`config.mk`:
```
export PLATFORM = sky130hd
export DESIGN_NAME = leading_ones_tracker
export DESIGN_NICKNAME = d
export VERILOG_FILES = /design/src/rtl/definitions_pkg.sv /design/src/rtl/bit_locate.sv /design/src/rtl/leading_ones_tracker.sv
export SDC_FILE = /design/constraint.sdc
export NUM_CORES = 1
export LEC_CHECK = 0
export CORE_MARGIN = 2
export CORE_UTILIZATION = 25
export CTS_BUF_LIST = sky130_fd_sc_hd__clkbuf_8
export DETAILED_ROUTE_END_ITERATION = 8
export PLACE_DENSITY = 0.57
export SETUP_SLACK_MARGIN = 0.4
export SLEW_MARGIN = 10
export SYNTH_ARGS = -nofsm -noshare
export SYNTH_HDL_FRONTEND = slang
export SYNTH_SLANG_ARGS = --single-unit
```
`constraint.sdc`:
```
create_clock -name clk -period 2.99 [get_ports clk]
set_clock_uncertainty 0.1 [all_clocks]
set_input_delay 0.7475 -clock clk [delete_from_list [all_inputs] [get_ports clk]]
set_output_delay 0.7475 -clock clk [all_outputs]
set_load 0.02 [all_outputs]
```
`src/rtl/definitions_pkg.sv`:
```
// Shared types for the leading_ones_tracker slice: per-sample scan mode and
// peak-hold tracker states.
package definitions_pkg;

    typedef enum logic {MODE_HIGH, MODE_LOW} lo_mode_t;

    typedef enum logic [1:0] {PK_IDLE, PK_HOLD, PK_DECAY} peak_state_t;

endpackage

```
`src/rtl/bit_locate.sv`:
```
// Combinational bit-position encoder: returns (index of highest or lowest set
// bit) + 1, or 0 when the vector is empty.
module bit_locate
    import definitions_pkg::*;
#(
    parameter  int BITS = 16,
    localparam int IW   = $clog2(BITS) + 1
) (
    input  logic [BITS-1:0] vec,
    input  lo_mode_t        mode,
    output logic [IW-1:0]   idx
);

    // The last match in scan order wins, so the scan direction selects the end.
    always_comb begin
        idx = '0;
        if (mode == MODE_HIGH) begin
            for (int i = 0; i < BITS; i++) begin
                if (vec[i]) idx = IW'(i + 1);
            end
        end else begin
            for (int i = BITS - 1; i >= 0; i--) begin
                if (vec[i]) idx = IW'(i + 1);
            end
        end
    end

endmodule

```
`src/rtl/leading_ones_tracker.sv`:
```
// Two-stage valid/ready bit-position encoder with optional peak-hold tracker.
// Peak tracker is built only when LO_PEAK_HOLD_EN is defined.
//
//   state    | meaning
//   ---------+-----------------------------------------------------------
//   PK_IDLE  | peak is 0, waiting for a nonzero transfer
//   PK_HOLD  | peak frozen; one step down after HOLD_CYCLES clocks
//   PK_DECAY | peak steps down by one every HOLD_CYCLES clocks until 0
module leading_ones_tracker
    import definitions_pkg::*;
#(
    parameter  int BITS        = 16,
    parameter  int HOLD_CYCLES = 1000,
    localparam int IW          = $clog2(BITS) + 1
) (
    input  logic            clk,
    input  logic            reset,
    input  logic [BITS-1:0] in_data,
    input  lo_mode_t        in_mode,
    input  logic            in_valid,
    output logic            in_ready,
    output logic [IW-1:0]   out_idx,
    output logic            out_valid,
    input  logic            out_ready,
    input  logic            clear,
    output logic [IW-1:0]   peak_idx
);

    logic            stall;
    logic            s1_valid;
    logic [BITS-1:0] s1_data;
    lo_mode_t        s1_mode;
    logic [IW-1:0]   enc_idx;

    assign stall    = out_valid & ~out_ready;
    assign in_ready = ~stall;

    always_ff @(posedge clk) begin
        if (reset) begin
            s1_valid  <= 1'b0;
            s1_data   <= '0;
            s1_mode   <= MODE_HIGH;
            out_valid <= 1'b0;
            out_idx   <= '0;
        end else if (!stall) begin
            s1_valid  <= in_valid;
            if (in_valid) begin
                s1_data <= in_data;
                s1_mode <= in_mode;
            end
            out_valid <= s1_valid;
            if (s1_valid) out_idx <= enc_idx;
        end
    end

    bit_locate #(.BITS(BITS)) u_locate (
        .vec  (s1_data),
        .mode (s1_mode),
        .idx  (enc_idx)
    );

`ifdef LO_PEAK_HOLD_EN
    localparam int TW = $clog2(HOLD_CYCLES);
    localparam logic [TW-1:0] T_LAST = TW'(HOLD_CYCLES - 1);

    peak_state_t   state, state_nxt;
    logic [IW-1:0] peak, peak_nxt;
    logic [TW-1:0] timer, timer_nxt;
    logic          xfer;
    logic          expire;

    assign xfer     = out_valid & out_ready;
    assign expire   = (timer == T_LAST);
    assign peak_idx = peak;

    always_ff @(posedge clk) begin
        if (reset) begin
            state <= PK_IDLE;
            peak  <= '0;
            timer <= '0;
        end else begin
            state <= state_nxt;
            peak  <= peak_nxt;
            timer <= timer_nxt;
        end
    end

    // Every step, including the first out of HOLD, comes after HOLD_CYCLES
    // clocks at the current level, so the bar graph falls at a uniform rate.
    always_comb begin
        state_nxt = state;
        peak_nxt  = peak;
        timer_nxt = (&timer) ? timer : timer + 1'b1;
        unique case (state)
            PK_IDLE: begin
                peak_nxt  = '0;
                timer_nxt = '0;
                if (xfer && out_idx != '0) begin
                    peak_nxt  = out_idx;
                    state_nxt = PK_HOLD;
                end
            end
            PK_HOLD, PK_DECAY: begin
                if (xfer && (out_idx > peak || (state == PK_HOLD && out_idx == peak))) begin
                    peak_nxt  = out_idx;
                    timer_nxt = '0;
                    state_nxt = PK_HOLD;
                end else if (expire) begin
                    peak_nxt  = peak - 1'b1;
                    timer_nxt = '0;
                    state_nxt = (peak == IW'(1)) ? PK_IDLE : PK_DECAY;
                end
            end
            default: begin
                state_nxt = PK_IDLE;
                peak_nxt  = '0;
                timer_nxt = '0;
            end
        endcase
        if (clear) begin
            state_nxt = PK_IDLE;
            peak_nxt  = '0;
            timer_nxt = '0;
        end
    end
`else
    localparam int unused_hold_cycles = HOLD_CYCLES;
    logic unused_clear;

    assign unused_clear = clear;
    assign peak_idx     = out_idx;
`endif

endmodule

```
======== Word-level counts from Yosys, hierarchy flattened ========
Cells that the tools add are included.
cells by class
  multiplexer cells ....................... 33
  bitwise logic cells ..................... 3
  reductions and logical operators ........ 2
operators by type and width
  kind                 number
  5-bit 2-to-1 mux     18
  4-bit 2-to-1 mux     8
  3-bit 2-to-1 mux     4
  2-bit 2-to-1 mux     2
  2-bit AND reduction  2
  1-bit inverter       2
  1-bit bitwise AND    1
  1-bit 2-to-1 mux     1
storage, ports and cells
  register bits after elaboration ......... 24
  input bits .............................. 22

======== Longest topological paths before layout ========
Gate-level depths: netlist of run 1.
  depth after elaboration ................. 17
  mapped depth ............................ 7

======== By module ========
A second synthesis of run 1 with hierarchy kept.
unflattened totals
  cell total of the unflattened synthesis .. 168
  area total of the unflattened synthesis .. 1443.9 um^2
by module, submodules not included
  module                times used  cells each  area an instance (um^2)
  leading_ones_tracker  1           113         1106.1
  bit_locate            1           55          337.8

======== Worst setup path before layout of run 1 ========
Ideal clock, no wire load.
  path type ............................... input-to-reg
  start point ............................. input port out_ready
  end point ............................... register s1_data[0]
  setup time .............................. 0.071 ns
  data arrival time ....................... 2.000 ns
  required time ........................... 2.819 ns
  slack ................................... 0.819 ns
  stages on the path ...................... 7
  path buffers ............................ 3
  cell sequence ........................... nand2b_1 clkbuf_1 and2_1 clkbuf_1 clkbuf_1 nand2_1 a21oi_1
between the ends
  word-level cells in the longest chain between the ends .. 4
RTL lines
  item                           line                        source
  from (decl)                    leading_ones_tracker.sv:24  input logic out_ready,
  1-bit inverter                 leading_ones_tracker.sv:35  assign stall = out_valid & ~out_ready;
  1-bit bitwise AND              leading_ones_tracker.sv:35
  1-bit inverter (no line)       -
  named net in_ready             leading_ones_tracker.sv:21  output logic in_ready,
  2-bit AND reduction (no line)  -
  to (signal assigned)           leading_ones_tracker.sv:48  s1_data <= in_data;
  to (decl)                      leading_ones_tracker.sv:31  logic [BITS-1:0] s1_data;
The timed path passes the listed nets, and every way through them passes these cells.
A chain may end at the register's enable or synchronous reset.

======== Worst setup path after layout of run 1 ========
  start point ............................. input port out_ready
  end point ............................... output port in_ready
between the ends
  word-level cells in the longest chain between the ends .. 3
RTL lines
  item                      line
  1-bit inverter            leading_ones_tracker.sv:35
  1-bit bitwise AND         leading_ones_tracker.sv:35
  1-bit inverter (no line)  -
  to (decl)                 leading_ones_tracker.sv:21
No other way between the ends.

==> impl_results.md, run 1 <==
- Worst path arrival time: 1640 ps
- I/O pin total: 34
- FF-to-FF Start: s1_data[3]
- Clock sink count: 24
- Worst Setup End Kind: output pin
- Max Fanout on Critical Path: 7
- Initial antenna violation count: 0
- Hold-fix buffer count after cts: 0
- ANT nets after route: 0
- Final HPWL DP: 2.06 mm
- Pwr/cell area: 471 mW/mm^2
- Tmin final: 2490 ps
- Slew HR: 59.7%
- Die Y-Extent: 72.2 um
- Sequential cell area: 480 um^2
- Period utilisation layout: 83.1%
- FMAX: 0.402 GHz
- Yosys Warn Count: 0
- CTS H-tree depth: 1
- Vias: 1132
- ANT cells: 0
- Max_cap viols: 0
- Total Neg Setup Slack: 0 ps
- Worst min path class: reg -> reg
- Req. time, crit path: 2140 ps
- Via-per-instance ratio: 4.72
- Post-Syn Instances: 161
- R2R Setup Slk: 1140 ps
- Hold_sp: out_idx[3]
- Final cell count without fillers: 240
- Detailed Route WL: 2.74 mm
- Commonest non-fill, non-tap cells in the layout: nand2_1, clkdlybuf4s50_1, a21oi_1, dfxtp_1, nor2_1
- Vias in the first global route: 1070
- Clk slew on worst S/H paths: 80 ps
- RSZ-0062 raised after global routing: false
- Drt wl/cell: 11.4 um
- Max-slew violation count: 0
- TritonCTS clock tree: yes
- Clock buffer count from CTS: 3
- Mapped Nets: 183
- Fillcell total: 494
- Cell Area, Synth: 0.00116 mm^2
- Total gr overflow: 0
- Initial drt markers: 63
- Worst-Skew Late Latency: 270 ps
- Peak VDD IR: 0.209 mV
- Postcts setup bufs: 0
- Placer Congestion: 0.921
- Proportion of layout cells with a drive suffix above 1: 5.85%
- Startpoint Class: primary input
- Layout area overhead: 34.6%
- Clock Path Buffers: 2
- P_leak: 0.566 nW
- Worst slew pin tran: 603 ps
- Final Hold Fails: 0
- # setup viols final: 0
- Distinct cells, synth: 33
- Root Buffer: clkbuf_8
- Core area: 0.00441 mm^2
- Overall routing resource usage: 11.3%
- Cts repair resizes: 3
- Sequential fraction of the synthesis area: 41.4%
- Post-synthesis register bit count: 24
- Pin count of the biggest net entering global routing: 19
- Die ar.: 0.00521 mm^2
- Worst R2R End: out_idx[4]
- Multi-input logic area: 592 um^2
- Placed Instances: 236
- Die X: 72.2 um
- Hold Path Sink: out_idx[3]
- Final #Nets: 211
- Min-Delay Path Depth: 2
- Synth Area per Inst: 7.21 um^2
- Num rows: 24
- Worst setup path class: in -> out
- TritonRoute pass-1 iters: 4
- Status: completed
- Most common cell after layout, fill and taps aside: nand2_1
- Port Buf Inserts: 32
- DRC Markers: 0
- R2R depth: 5
- First-pass GRT wire length: 4.74 mm
- Starting Density: 26.3%
==> synthesized netlist by cell type <==
cell type	number	area (um^2)
o21ai_0	7	35.0
and2_0	1	6.26
a221oi_1	1	8.76
a41oi_1	1	8.76
nor2b_1	2	12.5
o41ai_1	1	8.76
clkbuf_1	6	22.5
nand3_1	5	25.0
nor3_1	1	5.00
o21bai_1	1	7.51
and2_1	1	6.26
buf_4	5	37.5
or2_1	1	6.26
a311oi_1	1	8.76
o31ai_1	2	15.0
or4_1	2	15.0
a221o_1	1	10.0
o221ai_1	1	8.76
nand2_1	41	154
a21oi_2	1	8.76
a211oi_1	2	15.0
inv_1	7	26.3
nor3b_1	1	7.51
nor2_1	11	41.3
nand2b_1	2	12.5
dfxtp_1	24	480
a31o_1	1	8.76
a21oi_1	26	130
buf_2	1	5.00
nand4_1	1	6.26
o21ai_1	1	5.00
or2_2	1	6.26
nor4_1	1	6.26
==> critical path: stages <==
cell and delay, ps:
clkdlybuf4s50_1 440, nand2b_2 170, clkdlybuf4s15_2 280
==> where the power goes <==
| part | switching [mW] | internal (mW) |
|---|---|---|
| Sequential | 0.0220 | 0.339 |
| Clock | 0.102 | 0.118 |
| Combinational | 0.0764 | 0.0786 |
| Total | 0.200 | 0.535 |
==> cell families (layout without fill, tap and decap cells) <==
kind of cell	count (synthesis)	count (layout)	share of synthesized area, %
compound gates	47	47	24.0
buf+inv	19	46	7.87
simple gates	71	71	26.7
flops	24	24	41.4
==> how the worst max path moves through the flow <==
stage	from	endpoint	slack, ps	cells after the start
after floorplan	out_ready	s1_data[0]	820	7
after global placement	out_ready	in_ready	80	3
after detailed placement	out_ready	in_ready	60	3
after CTS	out_ready	in_ready	410	3
after global routing	out_ready	in_ready	460	3
final	out_ready	in_ready	500	3
==> flip-flops by register name, indices dropped and copies added, names as in the netlist <==
signal	count
out_idx	5
out_valid	1
s1_mode	1
s1_valid	1
s1_data	16
==> final cells by class <==
cell class | instances | area share, %
Clock buffer | 4 | 3.52
Sequential cell | 24 | 30.7
Tap cell | 52 | 4.16
Multi-Input combinational cell | 118 | 37.9
Inverter | 7 | 1.68
Timing Repair Buffer | 35 | 22.0
==> per-stage QoR <==
stage	area [um^2]	hold WS, ps	power, mW	worst slack [ps]	utilization, %
2_1_floorplan	1160	348	0.461	819	-
3_3_place_gp	1500	360	0.525	77.3	34.1
3_5_place_dp	1500	372	0.525	59.9	34.1
4_1_cts	1560	384	0.746	410	35.3
5_1_grt	1560	425	0.776	460	35.4
6_report	1560	382	0.736	504	35.4
==> metal layers <==
layer | wire length [um] | share of wire [%] | track usage, % | vias to the layer above
li1 | - | - | - | 597
met5 | 0 | 0 | 0 | -
met4 | 29 | 1.1 | 3.35 | 0
met2 | 1230 | 45 | 17.4 | 30
met3 | 143 | 5.2 | 3.33 | 4
met1 | 1330 | 49 | 15.3 | 501
No activity file was read; power rests on OpenSTA's default activity.
==> run 2, diff against run 1 <==
==> constraint.sdc (replaced) <==
create_clock -name clk -period 2.5 [get_ports clk]
set_clock_uncertainty 0.1 [all_clocks]
set_input_delay 0.625 -clock clk [delete_from_list [all_inputs] [get_ports clk]]
set_output_delay 0.625 -clock clk [all_outputs]
set_load 0.02 [all_outputs]
==> run 2 against run 1 <==
Non-clock buffer count rose by 2. Register-to-register slack worse by 470 ps. Critical endpoint unchanged. Sequential cell count unchanged. Critical path type unchanged. Combinational power grew 22%.
==> impl_results.md, run 2 (same netlist as run 1, synthesis figures left out) <==
- Finished Core Util: 35.5%
- Clk slew on worst S/H paths: 80 ps
- Total Neg Setup Slack: 0 ps
- Hold-fix buffer count after cts: 0
- Startpoint Class: primary input
- Period utilisation layout: 82.6%
- Initial antenna violation count: 0
- Vias: 1152
- I/O pin total: 34
- DRC Markers: 0
- Biggest regs: s1_data x16, out_idx x5
- # setup viols final: 0
- Num rows: 24
- Fillcell total: 503
- Min-Delay Path Depth: 2
- Port Buf Inserts: 32
- ANT nets after route: 0
- Max Fanout on Critical Path: 6
- Via-per-instance ratio: 4.78
- FMAX: 0.484 GHz
- Max-slew violation count: 0
- Initial drt markers: 61
- Overall routing resource usage: 11.5%
- R2R depth: 5
- CTS H-tree depth: 1
- Worst min path class: reg -> reg
- Detailed Route WL: 2.76 mm
- Clock buffer count from CTS: 3
- Die Y-Extent: 72.2 um
- Pwr/cell area: 539 mW/mm^2
- Die ar.: 0.00521 mm^2
- RSZ-0062 raised after global routing: false
- Starting Density: 26.3%
- Commonest non-fill, non-tap cells in the layout: nand2_1, clkdlybuf4s50_1, a21oi_1, dfxtp_1, nor2_1
- Placed Instances: 237
- Largest register FFs: 16
- Status: completed
- Clock sink count: 24
- Clock Path Buffers: 2
- Worst slew pin tran: 469 ps
- Peak VDD IR: 0.183 mV
- Drt wl/cell: 11.4 um
- Worst path arrival time: 1340 ps
- TritonRoute pass-1 iters: 4
- Root Buffer: clkbuf_8
- Die X: 72.2 um
- Req. time, crit path: 1770 ps
- Max_cap viols: 0
- Final Hold Fails: 0
- R2R Setup Slk: 670 ps
- Vias in the first global route: 1081
- Sequential cell area: 480 um^2
- Slew HR: 68.4%
- P_leak: 0.573 nW
- Tmin final: 2070 ps
- Placer Congestion: 0.912
- Biggest register: s1_data
- Most common cell after layout, fill and taps aside: nand2_1
- Final #Nets: 213
- ANT cells: 0
- First-pass GRT wire length: 4.87 mm
- Total gr overflow: 0
- Final cell count without fillers: 241
- Layout area overhead: 35.1%
- Worst setup path class: in -> out
- Worst Setup End Kind: output pin
- Worst-Skew Late Latency: 260 ps
- Pin count of the biggest net entering global routing: 19
- Proportion of layout cells with a drive suffix above 1: 6.35%
- Final HPWL DP: 2.06 mm
- Multi-input logic area: 597 um^2
- Core area: 0.00441 mm^2
- TritonCTS clock tree: yes
run 2: cell types whose count changed in the layout (fill, tap and decap cells not counted), sizes merged:
cell | previous run | this run
buf | 3 | 6
clkbuf | 4 | 3
clkdlybuf4s15 | 1 | 0
run 2: stage by stage:
step           area (um^2)  hold WS [ps]  power, mW  setup WS, ps
5_1_grt               1570           393      0.898           404
4_1_cts               1560           378      0.859           403
3_5_place_dp          1510           366      0.629          -166
3_3_place_gp          1510           361      0.629          -165
6_report              1570           373      0.845           434
2_1_floorplan         1160           348      0.551           451
run 2: power breakdown:
group,leakage (nW),switching (mW),internal [mW]
Combinational,0.354,0.0925,0.0969
Sequential,0.197,0.0268,0.406
Clock,0.0216,0.116,0.108
Total,0.573,0.235,0.610
run 2: final cells by class:
type	count	area share (%)
Timing Repair Buffer	37	22.9
Inverter	7	1.67
Multi-Input combinational cell	118	38.0
Tap cell	52	4.15
Clock buffer	3	2.63
Sequential cell	24	30.6
run 2: routing by layer:
metal | part of all wire [%] | vias to the layer above | track usage (%)
li1 | - | 601 | -
met1 | 47 | 516 | 16.0
met2 | 47 | 33 | 17.9
met3 | 4.8 | 2 | 2.36
met4 | 0.62 | 0 | 3.77
met5 | 0 | - | 0
run 2: worst paths after layout:
check,start,end
min reg2reg,out_idx[2],out_idx[2]
max,out_ready,in_ready
min,out_idx[2],out_idx[2]
max reg2reg,s1_data[3],out_idx[4]
run 2: timing repair:
action,CTS,global route
gates resized for setup,7,1
buffers inserted,0,1
endpoints found under the setup margin,1,1
run 2: worst max-delay path: stages:
cell and delay (ps):
clkdlybuf4s50_1 450, nand2b_4 140, buf_6 120
==> run 3, diff against run 2 <==
--- a/config.mk
+++ b/config.mk
@@ -9,7 +9,7 @@
 export CORE_UTILIZATION = 25
 export CTS_BUF_LIST = sky130_fd_sc_hd__clkbuf_8
 export DETAILED_ROUTE_END_ITERATION = 8
-export PLACE_DENSITY = 0.57
+export PLACE_DENSITY = 0.58
 export SETUP_SLACK_MARGIN = 0.4
 export SLEW_MARGIN = 10
 export SYNTH_ARGS = -nofsm -noshare
==> constraint.sdc (replaced) <==
create_clock -name clk -period 1.71 [get_ports clk]
set_clock_uncertainty 0.1 [all_clocks]
set_input_delay 0.4275 -clock clk [delete_from_list [all_inputs] [get_ports clk]]
set_output_delay 0.4275 -clock clk [all_outputs]
set_load 0.02 [all_outputs]
==> run 3 against run 2 <==
The flow now finishes with violations (negative setup slack). Non-clock buffer count rose by 27. Final area is 37% higher. Clock-buffer cell count up 1. Critical path depth grew 2. Setup slack worse by 490 ps. Critical endpoint is now out_idx[4]. Largest power group unchanged.
==> impl_results.md, run 3 (same netlist as run 1, synthesis figures left out) <==
- Clock Path Buffers: 2
- Peak VDD IR: 0.274 mV
- Period utilisation layout: 104%
- Final cell count without fillers: 271
- Clock network fraction of total power: 25.8%
- FMAX: 0.565 GHz
- FF-to-FF Start: s1_data[6]
- TritonRoute pass-1 iters: 4
- Most common cell after layout, fill and taps aside: buf_4
- Part of the power in registers: 42.4%
- Port Buf Inserts: 32
- Overall routing resource usage: 14.1%
- First-pass GRT wire length: 5.80 mm
- Sw Ratio: 29.0%
- Worst min path class: reg -> reg
- Placer Congestion: 0.911
- Final Hold Fails: 0
- Die ar.: 0.00521 mm^2
- Startpoint Class: flip-flop
- Vias: 1304
- Die Y-Extent: 72.2 um
- Slew HR: 78.9%
- Worst slew pin tran: 314 ps
- P_leak: 0.861 nW
- Detailed Route WL: 3.45 mm
- Biggest register: s1_data
- CP Launch Point: s1_data[6]
- Vias in the first global route: 1267
- # setup viols final: 1
- Proportion of layout cells with a drive suffix above 1: 53.9%
- R2R depth: 5
- Clock sink count: 24
- ANT cells: 0
- Total gr overflow: 0
- Setup ws final: -60.9 ps
- Worst-Skew Late Latency: 270 ps
- Largest register FFs: 16
- TritonCTS clock tree: yes
- Finished Core Util: 48.6%
- Worst R2R End: out_idx[4]
- Biggest regs: s1_data x16, out_idx x5
- Clock buffer count from CTS: 3
- Final #Nets: 242
- Setup crit end: out_idx[4]
- Switch Pwr: 0.432 mW
- Part of the power in combinational logic: 31.8%
- Via-per-instance ratio: 4.81
- Pwr/cell area: 693 mW/mm^2
- Status: finished with violations
- Violated checks: negative setup slack
- Worst path arrival time: 1870 ps
- Starting Density: 26.3%
- ANT nets after route: 0
- Die X: 72.2 um
- Post-Place Setup Slack: -403 ps
- R2R Setup Slk: -60 ps
- I/O pin total: 34
- Max_cap viols: 0
- Final HPWL DP: 2.30 mm
- Tmin final: 1770 ps
- Core area: 0.00441 mm^2
- Initial antenna violation count: 0
- CTS H-tree depth: 1
- Layout area overhead: 84.9%
- RSZ-0062 raised after global routing: true
- Max Fanout on Critical Path: 2
- Placed Instances: 251
- Num rows: 24
- Worst Setup End Kind: flip-flop
- Initial drt markers: 65
- Commonest non-fill, non-tap cells in the layout: buf_4, nand2_1, a21oi_2, clkdlybuf4s50_1, buf_6
- Req. time, crit path: 1810 ps
- DRC Markers: 0
- Max-slew violation count: 0
- Internal power: 1.06 mW
- Drt wl/cell: 12.7 um
- Clk slew on worst S/H paths: 80 ps
- Pin count of the biggest net entering global routing: 15
- Hold-fix buffer count after cts: 0
- Root Buffer: clkbuf_8
- Worst setup path class: reg -> reg
## run 3: cell count changes in the layout (fill, tap and decap cells not counted), moves of 15 or more
cell | before | now
nand2_1 | 41 | 22
buf_4 | 5 | 23
buf_6 | 1 | 16
a21oi_2 | 1 | 18
a21oi_1 | 26 | 9
## run 3: layer usage
metal / track usage, % / vias to the layer above / part of all wire (%)
li1: - / 671 / -
met1: 18.3 / 599 / 46
met2: 23.3 / 27 / 49
met3: 1.94 / 7 / 3.0
met4: 6.29 / 0 / 1.9
met5: 0 / - / 0
## run 3: timing repair
item                                   CTS  global route
setup buffers                            7             6
setup endpoints to repair               35            32
cloned                                   3             0
resized for setup                      108            55
endpoints found under the hold margin    0             0
pin swaps                               38            34
## run 3: critical path, stage by stage, from the launching register on
cell and delay, ps:
dfxtp_2 330, or4_4 520, or4_1 400, o21ai_1 130, nand3_1 110, a21oi_2 120
## run 3: how the worst min path moves through the flow
stage,startpoint,cells past startpoint,end,slack (ps)
after detailed placement,out_idx[3],2,out_idx[3],370
after global placement,out_idx[3],2,out_idx[3],370
after floorplan,s1_valid,2,out_valid,350
final,out_idx[3],2,out_idx[3],380
after CTS,out_idx[3],2,out_idx[3],370
after global routing,out_idx[3],2,out_idx[3],400
## run 3: final cells by class
| type | instances | area (um^2) |
|---|---|---|
| timing repair buffer | 64 | 644 |
| fill | 435 | 2270 |
| tap | 52 | 65.1 |
| sequential | 24 | 503 |
| inverter | 7 | 26.3 |
| multi-input combinational | 120 | 853 |
| clock buffer | 4 | 55.1 |
## run 3: metrics by stage
stage | TNS (ps) | area [um^2] | hold WS (ps) | power (mW)
after floorplan | 0 | 1220 | 348 | 0.822
after global placement | -1380 | 1660 | 367 | 0.969
after detailed placement | -1620 | 1660 | 374 | 0.971
after CTS | -61.6 | 1920 | 370 | 1.43
after global routing | -108 | 2150 | 402 | 1.57
final | -60.9 | 2150 | 384 | 1.49
## run 3: power by group through the flow
| stage | Sequential [mW] | Combinational (mW) | Clock [mW] |
|---|---|---|---|
| final | 0.632 | 0.473 | 0.384 |
| after detailed placement | 0.637 | 0.334 | 0 |
| after floorplan | 0.648 | 0.175 | 0 |
| after global placement | 0.636 | 0.333 | 0 |
| after CTS | 0.629 | 0.401 | 0.396 |
| after global routing | 0.637 | 0.513 | 0.419 |
